$ cat src/rtl/decode_issue_if.sv
// decode_issue_if: IF/ID handshake, pipeline control and ID/EX register bundle for the decode stage
interface decode_issue_if;
   logic        if_valid;
   logic [15:0] if_instr;
   logic [15:0] if_pc;
   logic        if_ready;
   logic        flush;
   logic        ex_stall;
   logic        ex_valid;
   logic [3:0]  ex_op;
   logic [2:0]  ex_rs;
   logic [2:0]  ex_rt;
   logic [2:0]  ex_dest;
   logic        ex_wr_en;
   logic        ex_is_load;
   logic [15:0] ex_a;
   logic [15:0] ex_b;
   logic [15:0] ex_imm;
   logic [15:0] ex_pc;
   modport master (output if_valid, if_instr, if_pc, flush, ex_stall,
                   input  if_ready, ex_valid, ex_op, ex_rs, ex_rt, ex_dest, ex_wr_en, ex_is_load,
                          ex_a, ex_b, ex_imm, ex_pc);
   modport slave  (input  if_valid, if_instr, if_pc, flush, ex_stall,
                   output if_ready, ex_valid, ex_op, ex_rs, ex_rt, ex_dest, ex_wr_en, ex_is_load,
                          ex_a, ex_b, ex_imm, ex_pc);
endinterface

$ cat src/rtl/decode_issue_stage.sv
// decode_issue_stage: ID stage with load-use bubbles, stall/flush handling and hazard counting
// Optional DECODE_WB_BYPASS_EN forwards same-edge writeback data into the operands.
module decode_issue_stage #(
   parameter logic [3:0] OP_RTYPE = 4'b0000,
   parameter logic [3:0] OP_LW    = 4'b1000,
   parameter logic [3:0] OP_SW    = 4'b1001,
   parameter logic [3:0] OP_BEQ   = 4'b1011
) (
   input  logic              clk,
   input  logic              rst,
   decode_issue_if.slave     p,
   output logic [2:0]        rf_rd_addr1,
   output logic [2:0]        rf_rd_addr2,
   input  logic [15:0]       rf_rd_data1,
   input  logic [15:0]       rf_rd_data2,
   input  logic              wb_wr_en,
   input  logic [2:0]        wb_dest,
   input  logic [15:0]       wb_data,
   output logic [15:0]       hazard_cnt
);
   logic [3:0]  op;
   logic [2:0]  rs, rt, rd, dest;
   logic        wr_en, hazard;
   logic [15:0] a_val, b_val;
   assign op          = p.if_instr[15:12];
   assign rs          = p.if_instr[11:9];
   assign rt          = p.if_instr[8:6];
   assign rd          = p.if_instr[5:3];
   assign rf_rd_addr1 = rs;
   assign rf_rd_addr2 = rt;
   assign dest        = (op == OP_RTYPE) ? rd : rt;
   assign wr_en       = (op != OP_SW) && (op != OP_BEQ) && (dest != 3'd0);
   assign hazard      = p.if_valid && p.ex_valid && p.ex_is_load && (p.ex_dest != 3'd0) &&
                        ((p.ex_dest == rs) || (p.ex_dest == rt));
   assign p.if_ready  = !hazard && !p.ex_stall;
`ifdef DECODE_WB_BYPASS_EN
   assign a_val = (wb_wr_en && (wb_dest != 3'd0) && (wb_dest == rs)) ? wb_data : rf_rd_data1;
   assign b_val = (wb_wr_en && (wb_dest != 3'd0) && (wb_dest == rt)) ? wb_data : rf_rd_data2;
`else
   assign a_val = rf_rd_data1;
   assign b_val = rf_rd_data2;
`endif
   always_ff @(posedge clk or posedge rst) begin
      if (rst) begin
         p.ex_valid   <= 1'b0;
         p.ex_op      <= '0;
         p.ex_rs      <= '0;
         p.ex_rt      <= '0;
         p.ex_dest    <= '0;
         p.ex_wr_en   <= 1'b0;
         p.ex_is_load <= 1'b0;
         p.ex_a       <= '0;
         p.ex_b       <= '0;
         p.ex_imm     <= '0;
         p.ex_pc      <= '0;
         hazard_cnt   <= '0;
      end else if (p.flush) begin
         p.ex_valid <= 1'b0;
      end else if (!p.ex_stall) begin
         if (hazard) begin
            p.ex_valid <= 1'b0;
            hazard_cnt <= (hazard_cnt == 16'hFFFF) ? hazard_cnt : hazard_cnt + 16'd1;
         end else begin
            // fields capture unconditionally; ex_valid qualifies them downstream
            p.ex_valid   <= p.if_valid;
            p.ex_op      <= op;
            p.ex_rs      <= rs;
            p.ex_rt      <= rt;
            p.ex_dest    <= dest;
            p.ex_wr_en   <= wr_en;
            p.ex_is_load <= (op == OP_LW);
            p.ex_a       <= a_val;
            p.ex_b       <= b_val;
            p.ex_imm     <= {{10{p.if_instr[5]}}, p.if_instr[5:0]};
            p.ex_pc      <= p.if_pc;
         end
      end
   end
endmodule
$ cat src/flat_wrapper.sv
// flat-port wrapper written by rule: the top's interface ports become plain ports
module decode_issue_stage_flat 
#(
   parameter logic [3:0] OP_RTYPE = 4'b0000,
   parameter logic [3:0] OP_LW    = 4'b1000,
   parameter logic [3:0] OP_SW    = 4'b1001,
   parameter logic [3:0] OP_BEQ   = 4'b1011
)
  (clk, rst, rf_rd_addr1, rf_rd_addr2, rf_rd_data1, rf_rd_data2, wb_wr_en, wb_dest, wb_data, hazard_cnt, p_if_valid, p_if_instr, p_if_pc, p_flush, p_ex_stall, p_if_ready, p_ex_valid, p_ex_op, p_ex_rs, p_ex_rt, p_ex_dest, p_ex_wr_en, p_ex_is_load, p_ex_a, p_ex_b, p_ex_imm, p_ex_pc);
  decode_issue_if p_i ();
  input  logic clk;
  input  logic rst;
  output logic [2:0] rf_rd_addr1;
  output logic [2:0] rf_rd_addr2;
  input  logic [15:0] rf_rd_data1;
  input  logic [15:0] rf_rd_data2;
  input  logic wb_wr_en;
  input  logic [2:0] wb_dest;
  input  logic [15:0] wb_data;
  output logic [15:0] hazard_cnt;
  input wire logic [$bits(p_i.if_valid)-1:0] p_if_valid;
  input wire logic [$bits(p_i.if_instr)-1:0] p_if_instr;
  input wire logic [$bits(p_i.if_pc)-1:0] p_if_pc;
  input wire logic [$bits(p_i.flush)-1:0] p_flush;
  input wire logic [$bits(p_i.ex_stall)-1:0] p_ex_stall;
  output wire logic [$bits(p_i.if_ready)-1:0] p_if_ready;
  output wire logic [$bits(p_i.ex_valid)-1:0] p_ex_valid;
  output wire logic [$bits(p_i.ex_op)-1:0] p_ex_op;
  output wire logic [$bits(p_i.ex_rs)-1:0] p_ex_rs;
  output wire logic [$bits(p_i.ex_rt)-1:0] p_ex_rt;
  output wire logic [$bits(p_i.ex_dest)-1:0] p_ex_dest;
  output wire logic [$bits(p_i.ex_wr_en)-1:0] p_ex_wr_en;
  output wire logic [$bits(p_i.ex_is_load)-1:0] p_ex_is_load;
  output wire logic [$bits(p_i.ex_a)-1:0] p_ex_a;
  output wire logic [$bits(p_i.ex_b)-1:0] p_ex_b;
  output wire logic [$bits(p_i.ex_imm)-1:0] p_ex_imm;
  output wire logic [$bits(p_i.ex_pc)-1:0] p_ex_pc;
  assign p_i.if_valid = p_if_valid;
  assign p_i.if_instr = p_if_instr;
  assign p_i.if_pc = p_if_pc;
  assign p_i.flush = p_flush;
  assign p_i.ex_stall = p_ex_stall;
  assign p_if_ready = p_i.if_ready;
  assign p_ex_valid = p_i.ex_valid;
  assign p_ex_op = p_i.ex_op;
  assign p_ex_rs = p_i.ex_rs;
  assign p_ex_rt = p_i.ex_rt;
  assign p_ex_dest = p_i.ex_dest;
  assign p_ex_wr_en = p_i.ex_wr_en;
  assign p_ex_is_load = p_i.ex_is_load;
  assign p_ex_a = p_i.ex_a;
  assign p_ex_b = p_i.ex_b;
  assign p_ex_imm = p_i.ex_imm;
  assign p_ex_pc = p_i.ex_pc;
  decode_issue_stage #(.OP_RTYPE(OP_RTYPE), .OP_LW(OP_LW), .OP_SW(OP_SW), .OP_BEQ(OP_BEQ)) u_core (.clk(clk), .rst(rst), .p(p_i), .rf_rd_addr1(rf_rd_addr1), .rf_rd_addr2(rf_rd_addr2), .rf_rd_data1(rf_rd_data1), .rf_rd_data2(rf_rd_data2), .wb_wr_en(wb_wr_en), .wb_dest(wb_dest), .wb_data(wb_data), .hazard_cnt(hazard_cnt));
endmodule
$ cat config.mk
export PLATFORM = sky130hd
export DESIGN_NAME = decode_issue_stage_flat
export DESIGN_NICKNAME = d
export VERILOG_FILES = /design/src/rtl/decode_issue_if.sv /design/src/rtl/decode_issue_stage.sv /design/src/flat_wrapper.sv
export SDC_FILE = /design/constraint.sdc
export NUM_CORES = 1
export LEC_CHECK = 0
export ABC_CLOCK_PERIOD_IN_PS = 3500
export CELL_PAD_IN_SITES_DETAIL_PLACEMENT = 0
export CELL_PAD_IN_SITES_GLOBAL_PLACEMENT = 1
export CORE_MARGIN = 2
export CORE_UTILIZATION = 30
export CTS_CLUSTER_DIAMETER = 30
export DETAILED_ROUTE_END_ITERATION = 16
export GPL_TIMING_DRIVEN = 0
export PLACE_DENSITY = 0.79
export SYNTH_ARGS = -nofsm -noshare
export SYNTH_HDL_FRONTEND = slang
export SYNTH_SLANG_ARGS = --single-unit
$ cat constraint.sdc
create_clock -name clk -period 3.5 [get_ports clk]
set_input_delay 1.05 -clock clk [delete_from_list [all_inputs] [get_ports clk]]
set_output_delay 1.05 -clock clk [all_outputs]
set_load 0.01 [all_outputs]
==> impl_metrics.tcl, run 1 <==
set metrics [dict create \
    yosys_warnings 0 \
    grt_usage_pct 14.17 \
    worst_setup_hold_path_clk_slew_ns 0.06 \
    cts_tree "done" \
    max_cap_viol_count 0 \
    dieArea_sq_um 13920 \
    post-place-ws_ns -0.5975 \
    clkPwrFrac_pct 37.0 \
    clockRootBuffer "clkbuf_16" \
    area.growth.synth_to_final_pct 59.33 \
    setup_ws_ns 0.1538 \
    rsz0062_at_grt "no" \
    place_hpwl_mm 7.088 \
    wl_per_cell_um 15.37 \
    worst_slew_pin_slew_ns 1.101 \
    final_antenna_violating_net_count 0 \
    post_route_cells_drive_above_1_share_pct 26.10 \
    finalWirelength_mm 9.651 \
    grt_pass1_wl_mm 15.56 \
    async_reset_ff_share_pct 100.0 \
    placement_rows 41 \
    buffer_ports.inserted 171 \
    crit_fanout 3 \
    fin_crit_sh_pct 95.61 \
    clkSinkCount 86 \
    finalNetCount 541 \
    cellPowerDensity_nw_per_um2 487.1 \
    diodes 0 \
    synth.net_count 357 \
    overflow 0 \
    postSynthCellCount 267 \
    place.gp.congestion 0.7444 \
    critical_path_class "in -> out" \
    synth.avg_cell_area_sq_um 14.60 \
    postLayoutCellArea_sq_um 6210 \
    net-switching-power_w 0.0006972 \
    total_core_area_sq_um 12670 \
    seq_power_share_pct 39.2 \
    achievable_frequency_ghz 0.2988 \
    timing.hold.worst.class "reg -> reg" \
    slew_headroom_pct 25.89 \
    total_power_w 0.003025 \
    reg2regPathDepth 8 \
    finalMaxSlewViolations 0 \
    ioPinCount 192 \
    worst_clock_skew_ns 0.007810 \
    grt_max_degree 49 \
    syn_area_sq_um 3897 \
    initial_cell_density_of_the_core_pct 30.76 \
    worst-endpoint-required_ns 2.45 \
    critical_path.reg2reg.endpoint "u_core.p.ex_b[13]" \
    placed_cells_incl_taps 611 \
    finalCriticalPeriod_ns 3.346 \
    detailedRoute.firstPassIterationCount 4 \
    share_comb_of_total_power_pct 23.8 \
    beginning_of_the_critical_path "p_if_instr[9]" \
    synth_cell_types 35 \
    outcome "completed" \
    clockBufferDepth 2 \
    clkLatencyLatePin_ns 0.34 \
    grt_pass1_vias 2978 \
    nFillCells 1165 \
    p_sw_share_pct 23.05 \
    final_cell_count_no_fill 628 \
    die_width_um 118.0 \
    finalHoldViolCount 0 \
    number_of_buffers_inserted_during_clock_tree_synthesis 9 \
    p_leak_nw 2.796 \
    post_drt_via_cell_ratio 4.322 \
    dominantRegCellSynth "dfrtp_1" \
    worst_r2r_startpoint "u_core.p.ex_dest[2]" \
    synth_edf_count 0 \
    chipHeight_um 118.0 \
    critPathLaunchType "input port" \
    crit_end "p_if_ready" \
    ys_seq_area_share_pct 55.22 \
    ir_drop_v 0.0002545 \
    placed_cell_area_sq_um 5854 \
    htree_levels 3 \
    number_of_antenna_violations_at_the_first_check_in_global_routing 0 \
    worstPathArrival_ns 2.30 \
    regToRegSetupSlack_ns 1.39 \
    intPower_w 0.002328 \
    drt_first_iter_violations 102 \
    drc 0 \
    ys_seq_elements 86 \
    nature_of_the_critical_path_endpoint "output pin" \
    via_count 2714 \
    report.final.setup_viol 0 \
]
## timing repair
item                                    CTS  global route
pin swaps                                 2             1
hold buffers                              0             0
resized for setup                         7             1
buffers inserted                          1             0
endpoints found under the setup margin    1             1
## power groups by stage
stage               clock (W)  sequential [W]  combinational [W]
floorplan                   0         0.00125           0.000260
global placement            0         0.00120           0.000720
detailed placement          0         0.00120           0.000729
CTS                   0.00115         0.00119           0.000731
global route          0.00120         0.00120           0.000762
finish                0.00112         0.00119           0.000719
## cells by family after synthesis
logic type,share of synthesized area [%]
xor gates and xnor gates,4.494
DFF,55.22
AOI/OAI and AO/OA,1.445
muxes,24.37
adders and majority gates,0.3210
buffers and inverters,5.521
and+or+nand+nor,8.636
## stage by stage
step,TNS [ns],util (%),hold WS [ns]
global placement,-106.03,45.97,0.4741
global route,0,49.01,0.5196
detailed placement,-0.5975,46.20,0.4792
floorplan,0,-,0.5159
finish,0,49.01,0.4832
CTS,0,49.05,0.4887
## worst min path at each step
stage	slack, ns	cells past startpoint	start	endpoint
2_1_floorplan	0.52	1	u_core.hazard_cnt[12]	u_core.hazard_cnt[12]
3_3_place_gp	0.47	1	u_core.hazard_cnt[12]	u_core.hazard_cnt[12]
3_5_place_dp	0.48	2	u_core.p.ex_wr_en	u_core.p.ex_wr_en
4_1_cts	0.49	1	u_core.hazard_cnt[12]	u_core.hazard_cnt[12]
5_1_grt	0.52	1	u_core.hazard_cnt[12]	u_core.hazard_cnt[12]
6_report	0.48	1	u_core.hazard_cnt[12]	u_core.hazard_cnt[12]
## registers in the layout (all words and copies together) (netlist names)
register and count:
u_core.p.ex_b 16, u_core.p.ex_rs 3, u_core.p.ex_wr_en 1, u_core.p.ex_rt 3, u_core.p.ex_is_load 1, u_core.p.ex_op 4, u_core.p.ex_a 16, u_core.p.ex_dest 3
u_core.hazard_cnt 16, u_core.p.ex_imm 6, u_core.p.ex_valid 1, u_core.p.ex_pc 16
## critical path, cell delays in order
cell             delay [ns]
clkdlybuf4s50_1        0.55
xor2_1                 0.19
nor3_2                 0.07
o21ai_4                0.13
nor2b_1                0.15
clkbuf_2               0.15
## metal layers
layer,vias to the layer above,track usage [%],share of wire (%)
met3,12,5.766,7.5
met4,0,4.593,1.3
met5,-,0,0
li1,1284,-,-
met1,1320,17.24,44
met2,98,22.86,47
## cell usage after synthesis (all sizes together), types with 2 or more instances
| cell | number | area, sq um |
|---|---|---|
| buf | 24 | 200.2 |
| nor2 | 6 | 22.52 |
| or2 | 2 | 15.02 |
| nor4 | 5 | 52.55 |
| mux2 | 65 | 919.6 |
| xor2 | 18 | 157.7 |
| dfrtp | 86 | 2152 |
| nand2 | 14 | 52.55 |
| nor3 | 12 | 85.08 |
| nor4b | 2 | 17.52 |
| xnor2 | 2 | 17.52 |
| o21ai | 6 | 33.78 |
| mux2i | 3 | 30.03 |
| and4 | 2 | 20.02 |
| inv | 3 | 11.26 |
| nor2b | 2 | 12.51 |
| nand3 | 8 | 45.04 |
## placed cells by master, fill, tap and decap left out, types with 3 or more instances in the layout
cell type / instances
dfrtp_1: 86
nor3_1: 7
bufinv_16: 3
clkbuf_1: 3
clkbuf_16: 9
mux2_4: 50
buf_4: 18
dlygate4sd2_1: 4
clkdlybuf4s50_1: 166
nor4_1: 3
xor2_1: 18
mux2i_1: 3
nor3_2: 5
o21ai_0: 4
mux2_2: 15
nand2_1: 14
buf_6: 6
nand3_1: 7
nor2_1: 6
## cell type report
cell class	instances	area (sq um)	share of cell area (%)
Timing Repair Buffer	173	1737	27.97
Inverter	3	13.76	0.2216
Clock buffer	13	260.3	4.191
Buffer	25	203.9	3.284
Sequential cell	86	2152	34.66
Multi-Input combinational cell	153	1538	24.76
Tap cell	172	215.2	3.466
Clock inverter	3	90.09	1.451
Note: power is estimated with default switching activity, not from simulation.
==> inputs of run 2 (changes only) <==
--- a/config.mk
+++ b/config.mk
@@ -5,7 +5,7 @@
 export SDC_FILE = /design/constraint.sdc
 export NUM_CORES = 1
 export LEC_CHECK = 0
-export ABC_CLOCK_PERIOD_IN_PS = 3500
+export ABC_CLOCK_PERIOD_IN_PS = 3900
 export CELL_PAD_IN_SITES_DETAIL_PLACEMENT = 0
 export CELL_PAD_IN_SITES_GLOBAL_PLACEMENT = 1
 export CORE_MARGIN = 2
==> constraint.sdc (replaced) <==
create_clock -name clk -period 3.9 [get_ports clk]
set_input_delay 1.17 -clock clk [delete_from_list [all_inputs] [get_ports clk]]
set_output_delay 1.17 -clock clk [all_outputs]
set_load 0.01 [all_outputs]
==> impl_metrics.tcl, run 2 (synthesized netlist as in run 1, its figures left out) <==
set metrics [dict create \
    critPathLaunchType "input port" \
    number_of_antenna_violations_at_the_first_check_in_global_routing 0 \
    finalWirelength_mm 9.656 \
    via_count 2713 \
    worst_r2r_startpoint "u_core.p.ex_dest[2]" \
    overflow 0 \
    grt_pass1_vias 2974 \
    nature_of_the_critical_path_endpoint "output pin" \
    hold_start "u_core.hazard_cnt[12]" \
    worst_slew_pin_slew_ns 1.105 \
    slew_headroom_pct 25.66 \
    finalSetupTns_ns 0 \
    post_route_cells_drive_above_1_share_pct 25.88 \
    utilization_pct 49.05 \
    finalCriticalPeriod_ns 3.767 \
    layout.cells.most_common "clkdlybuf4s50_1" \
    chipHeight_um 118.0 \
    htree_levels 3 \
    worstPathBufferInverterCount 2 \
    clkSinkCount 86 \
    worst-endpoint-required_ns 2.73 \
    clkLatencyLatePin_ns 0.34 \
    beginning_of_the_critical_path "p_if_instr[9]" \
    multi_input_area_sq_um 1538 \
    initial_cell_density_of_the_core_pct 30.76 \
    finalNetCount 541 \
    ioPinCount 192 \
    cellPowerDensity_nw_per_um2 436.9 \
    final_cell_count_no_fill 628 \
    finalMaxSlewViolations 0 \
    fin_crit_sh_pct 96.60 \
    drc 0 \
    total_core_area_sq_um 12670 \
    rsz0062_at_grt "no" \
    worstPathArrival_ns 2.60 \
    diodes 0 \
    cts.hold.buffers_added 0 \
    timing.hold.worst.class "reg -> reg" \
    register_area_sq_um 2152 \
    regToRegSetupSlack_ns 1.79 \
    number_of_buffers_inserted_during_clock_tree_synthesis 9 \
    nFillCells 1165 \
    total_power_w 0.002715 \
    place.gp.congestion 0.7444 \
    grt_max_degree 49 \
    clockBufferDepth 2 \
    dieArea_sq_um 13920 \
    max_cap_viol_count 0 \
    clockRootBuffer "clkbuf_16" \
    final_cell_mix "clkdlybuf4s50_1 (167), dfrtp_1 (86), mux2_4 (50)" \
    worst_clock_skew_ns 0.007865 \
    hold_path_end "u_core.hazard_cnt[12]" \
    outcome "completed" \
    grt_pass1_wl_mm 15.57 \
    post_drt_via_cell_ratio 4.320 \
    crit_path_top_delay_cell "clkdlybuf4s50_1" \
    worst_hold_path.num_cells 1 \
    crit_fanout 3 \
    cp_slowest_stage_delay_ns 0.48 \
    drt_first_iter_violations 92 \
    placement_rows 41 \
    worst_setup_hold_path_clk_slew_ns 0.06 \
    finalHoldViolCount 0 \
    final_antenna_violating_net_count 0 \
    placed_cells_incl_taps 611 \
    reg2regPathDepth 8 \
    critical_path_class "in -> out" \
    cts_tree "done" \
    critical_path.reg2reg.endpoint "u_core.p.ex_b[13]" \
    wl_per_cell_um 15.38 \
    report.final.setup_viol 0 \
    area.growth.synth_to_final_pct 59.45 \
    detailedRoute.firstPassIterationCount 4 \
    critical_path.top_delay_family "buffers and inverters" \
    achievable_frequency_ghz 0.2654 \
    p_leak_nw 2.796 \
    ir_drop_v 0.0002284 \
    place_hpwl_mm 7.088 \
    buffer_ports.inserted 171 \
    timing.critical_path.cells "clkdlybuf4s50_1 > xor2_1 > nor3_2 > o21ai_4 > nor2b_1 > dlygate4sd2_1" \
    grt_usage_pct 14.18 \
    die_width_um 118.0 \
]
run 2: cell type report:
type,count,area share [%]
buffer,25,3.282
clock buffer,13,4.188
clock inverter,3,1.450
inverter,3,0.2215
multi-input combinational,153,24.74
sequential,86,34.63
tap,172,3.463
timing repair buffer,173,28.02
run 2: what timing repair did:
action                     CTS  global route
resized for setup            5             0
setup endpoints to repair    1             0
hold endpoints to repair     0             0
setup buffers                1             0
run 2: where the power goes:
| part | internal [W] | leakage, nW | total, W | switching (W) |
|---|---|---|---|---|
| clock network | 0.000662 | 0.170 | 0.00100 | 0.000342 |
| logic | 0.000430 | 1.59 | 0.000646 | 0.000216 |
| registers | 0.000998 | 1.04 | 0.00107 | 0.0000678 |
run 2: worst max path at each step:
stage	to	slack, ns	cells past startpoint
6_report	p_if_ready	0.13	6
5_1_grt	p_if_ready	0.05	6
4_1_cts	p_if_ready	0.11	6
3_5_place_dp	p_if_ready	-0.44	6
3_3_place_gp	u_core.p.ex_pc[13]	-0.95	2
2_1_floorplan	u_core.hazard_cnt[0]	0.51	1
run 2: per-layer routing:
layer	share of wire, %	global-route usage [%]	routed length, um	vias up
met4	1.3	4.593	123	0
met3	7.5	5.766	725	12
met2	47	22.89	4539	98
met1	44	17.24	4268	1319
met5	0	0	0	-
li1	-	-	-	1284
run 2: stage by stage:
stage	instance area [sq um]	setup WS [ns]	hold WS, ns
final	6215	0.1327	0.4832
after global routing	6215	0.05065	0.5196
after CTS	6215	0.1094	0.4887
after detailed placement	5854	-0.4375	0.4792
after global placement	5824	-0.9521	0.4741
after floorplan	3897	0.5082	0.5159
